**src/rtl/link_credit_arbiter.sv**
```systemverilog
// link_credit_arbiter
//   Shares the off-chip serializer byte input between NUM_REQ requesters
//   with round-robin arbitration. No byte is issued unless the downstream
//   nibble buffer has SLOTS_PER_BYTE free slots. Slots are freed one at a
//   time by credit_ret pulses from the read side.
//
// Ports
//   clk, rst      clock (rising edge) and asynchronous active-high reset
//   enable        1 = new grants allowed
//   req_valid     per-requester byte valid
//   req_data      per-requester byte, requester i at [8i+7:8i]
//   req_ready     one-hot accept, combinational from registered state
//   link_data     byte to the serializer
//   link_valid    link_data valid
//   link_ready    serializer can take a byte
//   credit_ret    one-cycle pulse, one downstream slot freed
//   credits       current free-slot count
//   grant_id      index of the last granted requester
//   credit_stall  high while waiting for credits
//   stall_cycles  saturating count of cycles spent waiting for credits
//   credit_err    sticky, credit returned while already full
module link_credit_arbiter #(
  parameter int NUM_REQ        = 2,
  parameter int CREDITS        = 8,
  parameter int SLOTS_PER_BYTE = 2,
  parameter int CRED_W         = 4,
  parameter int STALL_W        = 16
) (
  input  logic                 clk,
  input  logic                 rst,
  input  logic                 enable,
  input  logic [NUM_REQ-1:0]   req_valid,
  input  logic [8*NUM_REQ-1:0] req_data,
  output logic [NUM_REQ-1:0]   req_ready,
  output logic [7:0]           link_data,
  output logic                 link_valid,
  input  logic                 link_ready,
  input  logic                 credit_ret,
  output logic [CRED_W-1:0]    credits,
  output logic [2:0]           grant_id,
  output logic                 credit_stall,
  output logic [STALL_W-1:0]   stall_cycles,
  output logic                 credit_err
);

  typedef enum logic [1:0] {
    IDLE        = 2'd0,
    SEND        = 2'd1,
    WAIT_CREDIT = 2'd2
  } state_t;

  localparam logic [CRED_W-1:0] CRED_MAX   = CRED_W'(CREDITS);
  localparam logic [CRED_W-1:0] CRED_SLOTS = CRED_W'(SLOTS_PER_BYTE);
  localparam logic [2:0]        LAST_RST   = 3'(NUM_REQ - 1);

  state_t     state;
  logic [2:0] last_grant;

  logic       any_req;
  logic       have_credit;
  logic       grant;
  logic       full_ret;
  logic [2:0] winner;
  logic [7:0] sel_data;

  // Credit update: reserve on grant, add one per return. A return with the
  // buffer already full (and no grant to absorb it) is dropped.
  function automatic logic [CRED_W-1:0] credit_next(
    input logic [CRED_W-1:0] cur,
    input logic              take,
    input logic              give
  );
    logic [CRED_W:0] sum;
    sum = {1'b0, cur};
    if (take) sum = sum - {1'b0, CRED_SLOTS};
    if (give) sum = sum + {{CRED_W{1'b0}}, 1'b1};
    if (give && !take && (cur == CRED_MAX)) sum = {1'b0, cur};
    return sum[CRED_W-1:0];
  endfunction

  function automatic logic [STALL_W-1:0] sat_inc(input logic [STALL_W-1:0] cnt);
    return (&cnt) ? cnt : cnt + 1'b1;
  endfunction

  assign any_req     = |req_valid;
  assign have_credit = (credits >= CRED_SLOTS);
  assign grant       = (state == IDLE) && enable && any_req && have_credit;
  assign full_ret    = credit_ret && !grant && (credits == CRED_MAX);

  // Round-robin pick: first valid above the last grant, else first valid
  // from index 0 (wrap-around).
  always_comb begin
    logic found;
    winner = '0;
    found  = 1'b0;
    for (int i = 0; i < NUM_REQ; i++) begin
      if (!found && req_valid[i] && (i > int'(last_grant))) begin
        winner = 3'(i);
        found  = 1'b1;
      end
    end
    for (int i = 0; i < NUM_REQ; i++) begin
      if (!found && req_valid[i]) begin
        winner = 3'(i);
        found  = 1'b1;
      end
    end
  end

  always_comb begin
    sel_data = '0;
    for (int i = 0; i < NUM_REQ; i++) begin
      if (winner == 3'(i)) sel_data = req_data[8*i +: 8];
    end
  end

  // Accept is held low during reset so nothing is consumed while the
  // arbiter state is being cleared.
  always_comb begin
    req_ready = '0;
    if (!rst) begin
      for (int i = 0; i < NUM_REQ; i++) begin
        req_ready[i] = grant && (winner == 3'(i));
      end
    end
  end

  always_ff @(posedge clk or posedge rst) begin
    if (rst) begin
      state        <= IDLE;
      link_valid   <= 1'b0;
      link_data    <= '0;
      credits      <= CRED_MAX;
      grant_id     <= '0;
      last_grant   <= LAST_RST;
      credit_stall <= 1'b0;
      stall_cycles <= '0;
      credit_err   <= 1'b0;
    end else begin
      credits <= credit_next(credits, grant, credit_ret);
      if (full_ret) credit_err <= 1'b1;

      case (state)
        IDLE: begin
          if (grant) begin
            link_data  <= sel_data;
            link_valid <= 1'b1;
            grant_id   <= winner;
            last_grant <= winner;
            state      <= SEND;
          end else if (enable && any_req) begin
            credit_stall <= 1'b1;
            state        <= WAIT_CREDIT;
          end
        end
        SEND: begin
          if (link_ready) begin
            link_valid <= 1'b0;
            state      <= IDLE;
          end
        end
        WAIT_CREDIT: begin
          stall_cycles <= sat_inc(stall_cycles);
          if (have_credit || !any_req || !enable) begin
            credit_stall <= 1'b0;
            state        <= IDLE;
          end
        end
        default: begin
          credit_stall <= 1'b0;
          link_valid   <= 1'b0;
          state        <= IDLE;
        end
      endcase
    end
  end

endmodule
```
**config.mk**
```make
export PLATFORM = sky130hd
export DESIGN_NAME = link_credit_arbiter
export DESIGN_NICKNAME = d
export VERILOG_FILES = /design/src/rtl/link_credit_arbiter.sv
export SDC_FILE = /design/constraint.sdc
export NUM_CORES = 1
export LEC_CHECK = 0
export BUFFER_PORTS_ARGS = -buffer_cell sky130_fd_sc_hd__clkbuf_2
export CORE_ASPECT_RATIO = 0.7
export CORE_MARGIN = 5
export CORE_UTILIZATION = 50
export DETAILED_ROUTE_END_ITERATION = 8
export PLACE_DENSITY = 0.81
export REMOVE_ABC_BUFFERS = 1
export SYNTH_ARGS = -nofsm -noshare
export SYNTH_HDL_FRONTEND = slang
export SYNTH_SLANG_ARGS = --single-unit
```
**constraint.sdc**
```tcl
create_clock -name clk -period 2.4 [get_ports clk]
set_input_delay 0.12 -clock clk [delete_from_list [all_inputs] [get_ports clk]]
set_output_delay 0.12 -clock clk [all_outputs]
set_load 0.03 [all_outputs]
```
# [After elaboration in Yosys (flattened, before gate mapping)]
# Index checks and enable logic that the tools add are counted.
[totals] ff_bits=39 inputBits=23 output_inout_bits=36
[classes] add_sub_neg=3 order_cmp=2 n_eq_ne=10 mux=22 n_bitwise=3 reduce_logical=27
[ops] cell="$add A16 B1 Y16 const B" n=1
[ops] cell="$mux W8" n=2
[ops] cell="$reduce_and A16 Y1" n=1
[ops] cell="$logic_and A1 B1 Y1" n=11
[ops] cell="$mux W2" n=5
[ops] cell="$mux W1" n=9
[ops] cell="$mux W4" n=2
[ops] cell="$ne A2 B2 Y1 const B" n=4
[ops] cell="$pmux W1 S3" n=2
[ops] cell="$pmux W2 S3" n=1
[ops] cell="$reduce_and A3 Y1" n=2
[ops] cell="$logic_not A1 Y1" n=5
[ops] cell="$add A4 B1 Y4 const B" n=1
[ops] cell="$eq A4 B4 Y1 const B" n=1
[ops] cell="$ge A4 B2 Y1 const B" n=1
[ops] cell="$reduce_and A2 Y1" n=2
[ops] cell="$reduce_and A4 Y1" n=1
[ops] cell="$sub A4 B2 Y4 const B" n=1
[ops] cell="$eq A3 B1 Y1 const B" n=1
[ops] cell="$gt A1 B3 Y1 const A" n=1
[ops] cell="$logic_not A3 Y1" n=1
[ops] cell="$mux W3" n=1
[ops] cell="$ne A3 B2 Y1 const B" n=1
[ops] cell="$not A1 Y1" n=3
[ops] cell="6 further kinds" n=7

# [Depth between registers and ports, before layout]
# Gate-level depths: netlist of run 1.
[logic_depth] word_depth=12 ltp_mapped=7 mapped_depth_nobuf=7

# [Least setup slack after synthesis of run 1]
# Ideal clock, no wire load.
[synth_timing] kind="reg2reg" startpoint="register stall_cycles[0]" endpoint="register stall_cycles[15]" setup_time_ns=0.136 arrival_ns=1.784 setup_slack_ns=0.481 path_stages_with_launch=8 n_path_buf=1 cell_sequence="dfrtp_1 ha_1 nand4_1 o41a_1 buf_6 nand4_2 nor2_1 xor2_1"
[synth_between] elab_chain_cells=3 word_cells_on_any_way=4 cone_classes="add/sub: 1; bitwise: 1; reduce/logical: 2"
[synth_lines] item="start: declaration" line="42" source="output logic [STALL_W-1:0] stall_cycles,"
[synth_lines] item="start signal: assignment" line="163" source="stall_cycles <= sat_inc(stall_cycles);"
[synth_lines] item="branches (longest 3 deep; another with $add A16 B1 Y16)"
# Several ways; the timed one is not identified.
# A chain may end at the register's enable or synchronous reset.

# [Worst setup path in the final report of run 1]
[layout_timing] startpoint="register last_grant[0]" endpoint="output req_ready[1]"
[layout_between] elab_chain_cells=12 word_cells_on_any_way=14 cone_classes="order compare: 1; eq/ne: 1; mux: 6; reduce/logical: 6"
[layout_lines] item="start: declaration" line="57" source="logic [2:0] last_grant;"
[layout_lines] item="start signal: assignment" line="149" source="last_grant <= winner;"
[layout_lines] item="$gt A1 B3 Y1 *" line="97" source="if (!found && req_valid[i] && (i > int'(last_grant))) begin"
[layout_lines] item="$logic_and A1 B1 Y1 *" line="97"
[layout_lines] item="$mux W1" line="97"
[layout_lines] item="$logic_not A1 Y1" line="103" source="if (!found && req_valid[i]) begin"
[layout_lines] item="$logic_and A1 B1 Y1" line="103"
[layout_lines] item="$mux W1" line="103"
[layout_lines] item="$logic_not A1 Y1" line="103"
[layout_lines] item="$logic_and A1 B1 Y1" line="103"
[layout_lines] item="$mux W3 *" line="103"
[layout_lines] item="$eq A3 B1 Y1 *" line="123" source="req_ready[i] = grant && (winner == 3'(i));"
[layout_lines] item="$logic_and A1 B1 Y1 *" line="123"
[layout_lines] item="$mux W2 *" line="121" source="if (!rst) begin"
[layout_lines] item="end: declaration" line="34" source="output logic [NUM_REQ-1:0] req_ready,"
# Mark *: on every way between the ends. The rest lies on a longest branch, timed or not.

==> metrics.cfg, run 1 <==
[timing]
tightest_slew_ns = 1.20
timing.final.crit_share = 0.905
setup_slack_ns = 0.228
fin_hold_ws_ns = 0.135
fmax_mhz = 460
maxSlewViolCount = 0
finalHoldViolations = 0
setup_tns_ns = 0
rsz0062_at_grt = false
period_needed_ns = 2.17
finalSetupViolCount = 0
fin_skew_ns = 0.00809
slew-limit-headroom = 0.200

[floorplanning]
io_pins = 59
coreArea_um2 = 3450
fp.dieW_um = 80.6
start_util = 0.507
dieArea_um2 = 4790
std_cell_rows = 18
die_h_um = 59.4

[clock_network]
clk_latency_ns = 0.28
htree_num_levels = 2
cts_resized = 0
clockBufferDepth = 2
ctsHoldBuffers = 1
clk_pin_slew_ns = 0.07
cts_root_buffer = clkbuf_8
cts-buffers-inserted = 5
post-cts-setup-buffer-count = 0
cts_tree = built
cts_sinks = 35

[global_routing]
grt.overflow.total = 0
antenna_found_initial = 0
grt_usage = 0.167
grt_pass1_wl_um = 6110
grt_pass1_vias = 1359
grt_max_degree = 36

[route]
vias_per_cell = 5.08
vias = 1412
drt_first_pass_iters = 4
drc = 0
wl_per_cell_um = 13.2
wl_um = 3660
first_iter_violations = 65
antenna_left = 0

[placed_design]
io_buffers = 56
place_ws_ns = 0.522
placedCellCount = 269
placed_area_um2 = 2070
dp.final_hpwl_um = 2830
gp_congestion = 0.782

[yosys]
synth_top_family_by_area = simple AND/OR/NAND/NOR gates
synth_area_leaders = dfrtp_1, mux2i_1, xnor2_1
synth_adder_area_share = 0.0215
synth-seq-area-share = 0.503
ys_seq_elements = 35
synth_compound_area_frac = 0.0602
syn-cell-area_um2 = 1750
muxShareOfSynthArea = 0.0817
synth_top_area_share = 0.473
synth_top_area_cell = dfrtp_1
synth_xor_area_frac = 0.0853
yosys.area_share.simple = 0.214
ys_warn_count = 0
synthCells = 166
avgSynthCellArea_um2 = 10.5
synth_cell_type_count = 36

[power]
total_power_mw = 2.47
leakage_nw = 1.12
p_per_area_nw_per_um2 = 1130
ir_drop_uv = 638

[flow_run]
drv_cap = 0

[setup_path]
cp.arrival_ns = 2.05
cp_max_fo = 11
required_ns = 2.28
worstSetupStartpointType = flop
end_kind = output pin
critical_path_class = reg2out
r2r_slack_ns = 0.55

[layout]
fin_util = 0.637
final_cell_area_um2 = 2190
fillers = 279
diodes = 0
final_cells = 278
nets = 253
area_growth_pct = 25.7
layout_commonest_cell = clkbuf_2
final_cell_mix = clkbuf_2, dfrtp_1, nor2_1
drive_above_1_share = 0.351

[min_path]
hold_class = in2reg

[status]
status = finished, final reports clean

-- final timing paths --
path / startpoint / to / depth (start not counted)
worst max-delay path: last_grant[0]$_DFFE_PP1P_ / req_ready[1] / 3
worst min-delay path: credit_ret / credits[0]$_DFFE_PP0P_ / 2
worst max register to register: stall_cycles[0]$_DFFE_PP0P_ / stall_cycles[13]$_DFFE_PP0P_ / 6
worst min register to register: last_grant[0]$_DFFE_PP1P_ / last_grant[0]$_DFFE_PP1P_ / 2
max in group asynchronous: rst / credits[3]$_DFFE_PP1N_ / 4
min in group asynchronous: rst / link_data[6]$_DFFE_PP0P_ / 4
-- critical path, cell delays in order, from the launching register on --
cell and delay, ns:
dfstp_2 0.37, a21boi_1 0.92, and3_1 0.27, clkbuf_2 0.20
-- cell families after synthesis --
family,after synthesis
AO/OA/AOI/OAI,17
XOR/XNOR,17
adder cells (fa/ha/maj),3
buffers and inverters,10
flip-flops,35
multiplexers,14
other,1
AND/OR/NAND/NOR,69
-- synth_stat cells --
library cell / number
dfrtp_1: 33
nor2_1: 20
nand2_1: 17
mux2i_1: 12
xnor2_1: 10
a21oi_1: 9
nand4_1: 8
xor2_1: 7
nor3_1: 5
and3_1: 4
inv_1: 4
buf_2: 3
ha_1: 3
and3_2: 2
buf_4: 2
dfstp_2: 2
mux2_2: 2
nand2b_1: 2
nand3_1: 2
nand3_2: 2
o21ai_0: 2
a2111oi_0: 1
a21boi_0: 1
a31oi_1: 1
and2_4: 1
buf_6: 1
conb_1: 1
nand4_2: 1
nor2b_1: 1
nor3_2: 1
nor4_4: 1
o211ai_1: 1
o21ai_2: 1
o41a_1: 1
or3_1: 1
or3_4: 1
-- routing by layer --
metal / share of wire / track usage / vias to the layer above
met5: 0 / 0 / -
met4: 0.011 / 0.0578 / 0
met1: 0.46 / 0.218 / 677
met3: 0.063 / 0.0502 / 5
met2: 0.47 / 0.268 / 41
li1: - / - / 689
-- state kept, by name, indices dropped and copies added (netlist names) --
| register | count |
|---|---|
| credit_err | 1 |
| link_data | 8 |
| state | 2 |
| grant_id | 1 |
| last_grant | 1 |
| stall_cycles | 16 |
| link_valid | 1 |
| credit_stall | 1 |
| credits | 4 |
-- area by class of cell --
| type | count | area [µm²] | share of cell area |
|---|---|---|---|
| Clock buffer | 6 | 82.6 | 0.0376 |
| Inverter | 4 | 15.0 | 0.00685 |
| Multi-Input combinational cell | 122 | 815 | 0.371 |
| Timing Repair Buffer | 59 | 305 | 0.139 |
| Sequential cell | 35 | 878 | 0.400 |
| Clock inverter | 2 | 35.0 | 0.0160 |
| Tap cell | 50 | 62.6 | 0.0285 |
-- power by group --
group          switching [mW]  internal (mW)
logic                   0.652          0.338
clock network           0.202          0.336
registers               0.167          0.774
total                    1.02           1.45
Power figures use the tool's default switching activity.
==> run 2, diff against run 1 <==
--- a/config.mk
+++ b/config.mk
@@ -8,9 +8,10 @@
 export BUFFER_PORTS_ARGS = -buffer_cell sky130_fd_sc_hd__clkbuf_2
 export CORE_ASPECT_RATIO = 0.7
 export CORE_MARGIN = 5
-export CORE_UTILIZATION = 50
+export CORE_UTILIZATION = 45
 export DETAILED_ROUTE_END_ITERATION = 8
-export PLACE_DENSITY = 0.81
+export MAX_ROUTING_LAYER = met4
+export PLACE_DENSITY = 0.75
 export REMOVE_ABC_BUFFERS = 1
 export SYNTH_ARGS = -nofsm -noshare
 export SYNTH_HDL_FRONTEND = slang
==> metrics.cfg, run 2 (synthesized netlist as in run 1, its figures left out) <==
[status]
status = finished, final reports clean

[setup_path]
required_ns = 2.28
cp_max_fo = 11
path_cells = a21boi_1 > and3_1 > clkbuf_2
r2r_slack_ns = 0.55
end_kind = output pin
endpoint = req_ready[1]
r2r_end = stall_cycles[15]$_DFFE_PP0P_
reg2reg_depth = 6
cp.arrival_ns = 1.98
r2r-start = stall_cycles[0]$_DFFE_PP0P_
crit_path_start = last_grant[0]$_DFFE_PP1P_
critical_path_class = reg2out
cpMaxStageDelayCell = a21boi_1
worstSetupStartpointType = flop
slowest_delay_ns = 0.86

[clock_network]
htree_num_levels = 2
cts_root_buffer = clkbuf_8
clk_pin_slew_ns = 0.07
cts_resized = 0
clockBufferDepth = 2
clk_latency_ns = 0.28
cts-buffers-inserted = 5
cts_tree = built
cts_sinks = 35

[route]
first_iter_violations = 48
wl_per_cell_um = 13.5
vias = 1377
drc = 0
drt_first_pass_iters = 4
antenna_left = 0
wl_um = 3760
vias_per_cell = 4.95

[power]
p_per_area_nw_per_um2 = 1090
ir_drop_uv = 865
switching_share = 0.433
p_sw_mw = 1.03
total_power_mw = 2.37
seqPwrFrac = 0.397
combinationalPowerShare = 0.422
p_clk_frac = 0.181
leakage_nw = 1.11
p_int_mw = 1.34

[layout]
drive_above_1_share = 0.346
nets = 253
largest_reg_flops = 16
top_regs = stall_cycles (16), link_data (8), credits (4)
top_register = stall_cycles
layout_commonest_cell = clkbuf_2
area_growth_pct = 24.2
diodes = 0
final_cell_mix = clkbuf_2, dfrtp_1, nor2_1

[placed_design]
gp_congestion = 0.784
dp.final_hpwl_um = 2980
io_buffers = 56

[floorplanning]
die_h_um = 62.1
start_util = 0.481
io_pins = 59
dieArea_um2 = 5240
fp.dieW_um = 84.4
std_cell_rows = 18
coreArea_um2 = 3630

[timing]
setup_tns_ns = 0
period_needed_ns = 2.10
fin_skew_ns = 0.00154
finalHoldViolations = 0
timing.final.crit_share = 0.874
maxSlewViolCount = 0
finalSetupViolCount = 0
slew-limit-headroom = 0.255
rsz0062_at_grt = false
fmax_mhz = 477
tightest_slew_ns = 1.12

[flow_run]
drv_cap = 0

[min_path]
hold_class = in2reg

[global_routing]
grt_pass1_wl_um = 6310
grt_usage = 0.150
grt_pass1_vias = 1354
antenna_found_initial = 0
grt.overflow.total = 0
grt_max_degree = 36

## run 2: worst min path at each step
stage	start	end	depth (start not counted)
floorplan	credit_ret	credits[0]$_DFFE_PP0P_	1
global placement	rst	link_valid$_DFFE_PP0P_	3
detailed placement	rst	link_data[4]$_DFFE_PP0P_	3
CTS	credit_ret	credits[0]$_DFFE_PP0P_	2
global route	link_ready	link_valid$_DFFE_PP0P_	4
finish	credit_ret	credits[0]$_DFFE_PP0P_	2
## run 2: final cells by class
type | count | area [µm²]
fill | 321 | 1460
sequential | 35 | 878
multi-input combinational | 122 | 815
clock inverter | 1 | 5.00
inverter | 4 | 15.0
clock buffer | 7 | 86.3
tap | 50 | 62.6
timing repair buffer | 59 | 305
## run 2: power by group through the flow
stage | clock, mW | combinational (mW) | sequential (mW)
finish | 0.429 | 1.00 | 0.942
global route | 0.472 | 1.09 | 0.972
CTS | 0.441 | 1.01 | 0.944
detailed placement | 0 | 1.01 | 0.951
global placement | 0 | 0.986 | 0.940
floorplan | 0 | 0.422 | 1.23
## run 2: critical path: cells and delay by family (launching register included)
| family | cells | cell delay [ns] |
|---|---|---|
| compound gates | 1 | 0.86 |
| flops | 1 | 0.37 |
| simple gates | 1 | 0.26 |
| buf+inv | 1 | 0.20 |
## run 2: repair_timing
item / 4_1_cts / 5_1_grt
buffers inserted: 0 / 0
hold endpoints to repair: 33 / 0
hold buffers: 1 / 0
## run 2: per-layer routing
layer | up-vias | global-route usage | routed length (µm)
met5 | - | - | 0
met4 | 0 | 0.0178 | 15
met3 | 2 | 0.0527 | 167
met2 | 24 | 0.226 | 1750
met1 | 660 | 0.203 | 1820
li1 | 691 | - | -
## run 2: per-stage QoR
stage | util | hold slack (ns) | worst slack, ns | cells | area [µm²]
after floorplan | - | 0.213 | 0.276 | 161 | 1710
after global placement | 0.570 | 0.265 | 0.612 | 269 | 2070
after detailed placement | 0.570 | 0.263 | 0.554 | 269 | 2070
after CTS | 0.598 | 0.112 | 0.277 | 278 | 2170
after global routing | 0.598 | 0.140 | 0.177 | 278 | 2170
final | 0.598 | 0.119 | 0.302 | 278 | 2170
==> run 3, diff against run 2 <==
--- a/config.mk
+++ b/config.mk
@@ -5,13 +5,14 @@
 export SDC_FILE = /design/constraint.sdc
 export NUM_CORES = 1
 export LEC_CHECK = 0
+export ABC_AREA = 1
 export BUFFER_PORTS_ARGS = -buffer_cell sky130_fd_sc_hd__clkbuf_2
 export CORE_ASPECT_RATIO = 0.7
 export CORE_MARGIN = 5
 export CORE_UTILIZATION = 45
 export DETAILED_ROUTE_END_ITERATION = 8
 export MAX_ROUTING_LAYER = met4
-export PLACE_DENSITY = 0.75
+export PLACE_DENSITY = 0.73
 export REMOVE_ABC_BUFFERS = 1
 export SYNTH_ARGS = -nofsm -noshare
 export SYNTH_HDL_FRONTEND = slang
==> metrics.cfg, run 3 <==
[floorplanning]
coreArea_um2 = 4330
die_h_um = 65.9
std_cell_rows = 20
io_pins = 59
start_util = 0.463
dieArea_um2 = 5910
fp.dieW_um = 89.8

[power]
seqPwrFrac = 0.368
p_sw_mw = 1.08
p_clk_frac = 0.194
p_int_mw = 1.35
leakage_nw = 1.27
switching_share = 0.446
total_power_mw = 2.43
ir_drop_uv = 641
combinationalPowerShare = 0.437
p_per_area_nw_per_um2 = 996

[setup_path]
cp_max_fo = 11
end_kind = output pin
cp.arrival_ns = 2.00
r2r-start = credits[3]$_DFFE_PP1N_
r2r_end = credits[1]$_DFFE_PP0N_
worstSetupStartpointType = flop
required_ns = 2.28
reg2reg_depth = 8
r2r_slack_ns = 0.54
critical_path_class = reg2out

[global_routing]
grt.overflow.total = 0
antenna_found_initial = 0
grt_pass1_wl_um = 8030
grt_usage = 0.174
grt_max_degree = 29
grt_pass1_vias = 1712

[clock_network]
clk_latency_ns = 0.28
cts-buffers-inserted = 5
clk_pin_slew_ns = 0.07
post-cts-setup-buffer-count = 0
htree_num_levels = 2
cts_root_buffer = clkbuf_8
cts_sinks = 35
cts_tree = built
clockBufferDepth = 2

[yosys]
ys_warn_count = 0
avgSynthCellArea_um2 = 7.71
synth_edf_count = 0
synth_area_leaders = dfrtp_1, nand2_1, inv_1
synth_cell_type_count = 29
synth_top_area_share = 0.412
syn-cell-area_um2 = 2010
synthCells = 260
async_reset_ff_frac = 1.00
synth_common_cells = nand2_1, inv_1, dfrtp_1
ys.flop_type = dfrtp_1
yosysMostFrequentCell = nand2_1
synth_top_area_cell = dfrtp_1
ys_seq_elements = 35
synth-seq-area-share = 0.438

[layout]
top_regs = stall_cycles (16), link_data (8), credits (4)
top_register = stall_cycles
diodes = 0
area_growth_pct = 21.6
nets = 348
final_cell_mix = nand2_1, clkbuf_2, inv_1
largest_reg_flops = 16
drive_above_1_share = 0.269
layout_commonest_cell = nand2_1

[timing]
setup_tns_ns = 0
period_needed_ns = 2.12
finalSetupViolCount = 0
fmax_mhz = 472
fin_skew_ns = 0.00378
maxSlewViolCount = 0
rsz0062_at_grt = false
fin_hold_ws_ns = 0.0455
finalHoldViolations = 0
timing.final.crit_share = 0.883
setup_slack_ns = 0.281

[placed_design]
place_ws_ns = 0.404
gp_congestion = 0.807
io_buffers = 56
dp.final_hpwl_um = 3490

[route]
wl_per_cell_um = 12.3
first_iter_violations = 99
wl_um = 4660
drt_first_pass_iters = 4
antenna_left = 0
vias = 1803
drc = 0
vias_per_cell = 4.77

[flow_run]
drv_cap = 0

[min_path]
hold_start = req_data[6]
hold_end = link_data[6]$_DFFE_PP0P_
worstHoldPathCells = 3
hold_class = in2reg

[status]
status = finished, final reports clean

run 3: changes by cell type in the layout (fill, tap and decap cells not counted), moves of 4 or more:
cell     before  now
a21oi_1       9    1
and3_1        4    0
nor2_1       20   15
nand3_1       2   22
nand2_1      17   92
mux2i_1      12    0
xnor2_1      10    4
o21ai_2       1    6
inv_1         4   34
run 3: per-layer routing:
metal,part of all wire,global-route usage,up-vias
met5,0,-,-
met4,0.0036,0.0283,0
met3,0.071,0.0626,2
met2,0.43,0.255,46
met1,0.50,0.235,822
li1,-,-,933
run 3: cell families (layout without fill, tap and decap cells):
logic type               count (synthesis)  in the layout  share of synthesized area
AO/OA/AOI/OAI                           19             19                     0.0655
XOR/XNOR                                10             10                     0.0437
adder cells (fa/ha/maj)                  3              3                     0.0187
buffers and inverters                   41            103                     0.0973
flip-flops                              35             35                      0.438
other                                    1              2                    0.00187
AND/OR/NAND/NOR                        151            151                      0.335
run 3: per-stage QoR:
stage	area, µm²	util	std cells
final	2440	0.564	378
after global routing	2440	0.564	378
after CTS	2430	0.562	378
after detailed placement	2320	0.536	369
after global placement	2320	0.536	369
after floorplan	1940	-	254
run 3: area by class of cell:
class,count,area [µm²]
clock buffers,7,96.3
inverters,34,128
flip-flops and latches,35,878
repair buffers,61,320
fillers,418,1890
clock inverters,1,7.51
multi-input cells,185,941
well taps,55,68.8
run 3: timing repair:
action,CTS,global route
endpoints found under the hold margin,7,0
hold buffers,1,0
setup endpoints to repair,0,1
resized for setup,0,1
run 3: worst max path at each step:
stage / to / startpoint / depth (start not counted) / slack [ns]
finish: req_ready[1] / credits[3]$_DFFE_PP1N_ / 7 / 0.28
global route: req_ready[1] / credits[3]$_DFFE_PP1N_ / 7 / 0.1
CTS: req_ready[1] / credits[3]$_DFFE_PP1N_ / 7 / 0.08
detailed placement: credits[1]$_DFFE_PP0N_ / credits[3]$_DFFE_PP1N_ / 8 / 0.40
global placement: credits[1]$_DFFE_PP0N_ / credits[3]$_DFFE_PP1N_ / 8 / 0.48
floorplan: req_ready[0] / credits[3]$_DFFE_PP1N_ / 4 / 0.20
run 3: critical path, stage by stage (launching register included):
cell and delay, ns:
dfstp_2 0.57, nor2_1 0.05, nand2_1 0.12, nand3_2 0.27, nor2_4 0.28, inv_1 0.11, nor2_1 0.10, clkbuf_2 0.21
run 3: power by group through the flow:
stage	registers (mW)	clock network, mW	logic [mW]
2_1_floorplan	1.16	0	0.477
3_3_place_gp	0.898	0	1.03
3_5_place_dp	0.903	0	1.05
4_1_cts	0.896	0.485	1.07
5_1_grt	0.920	0.511	1.17
6_report	0.895	0.472	1.06
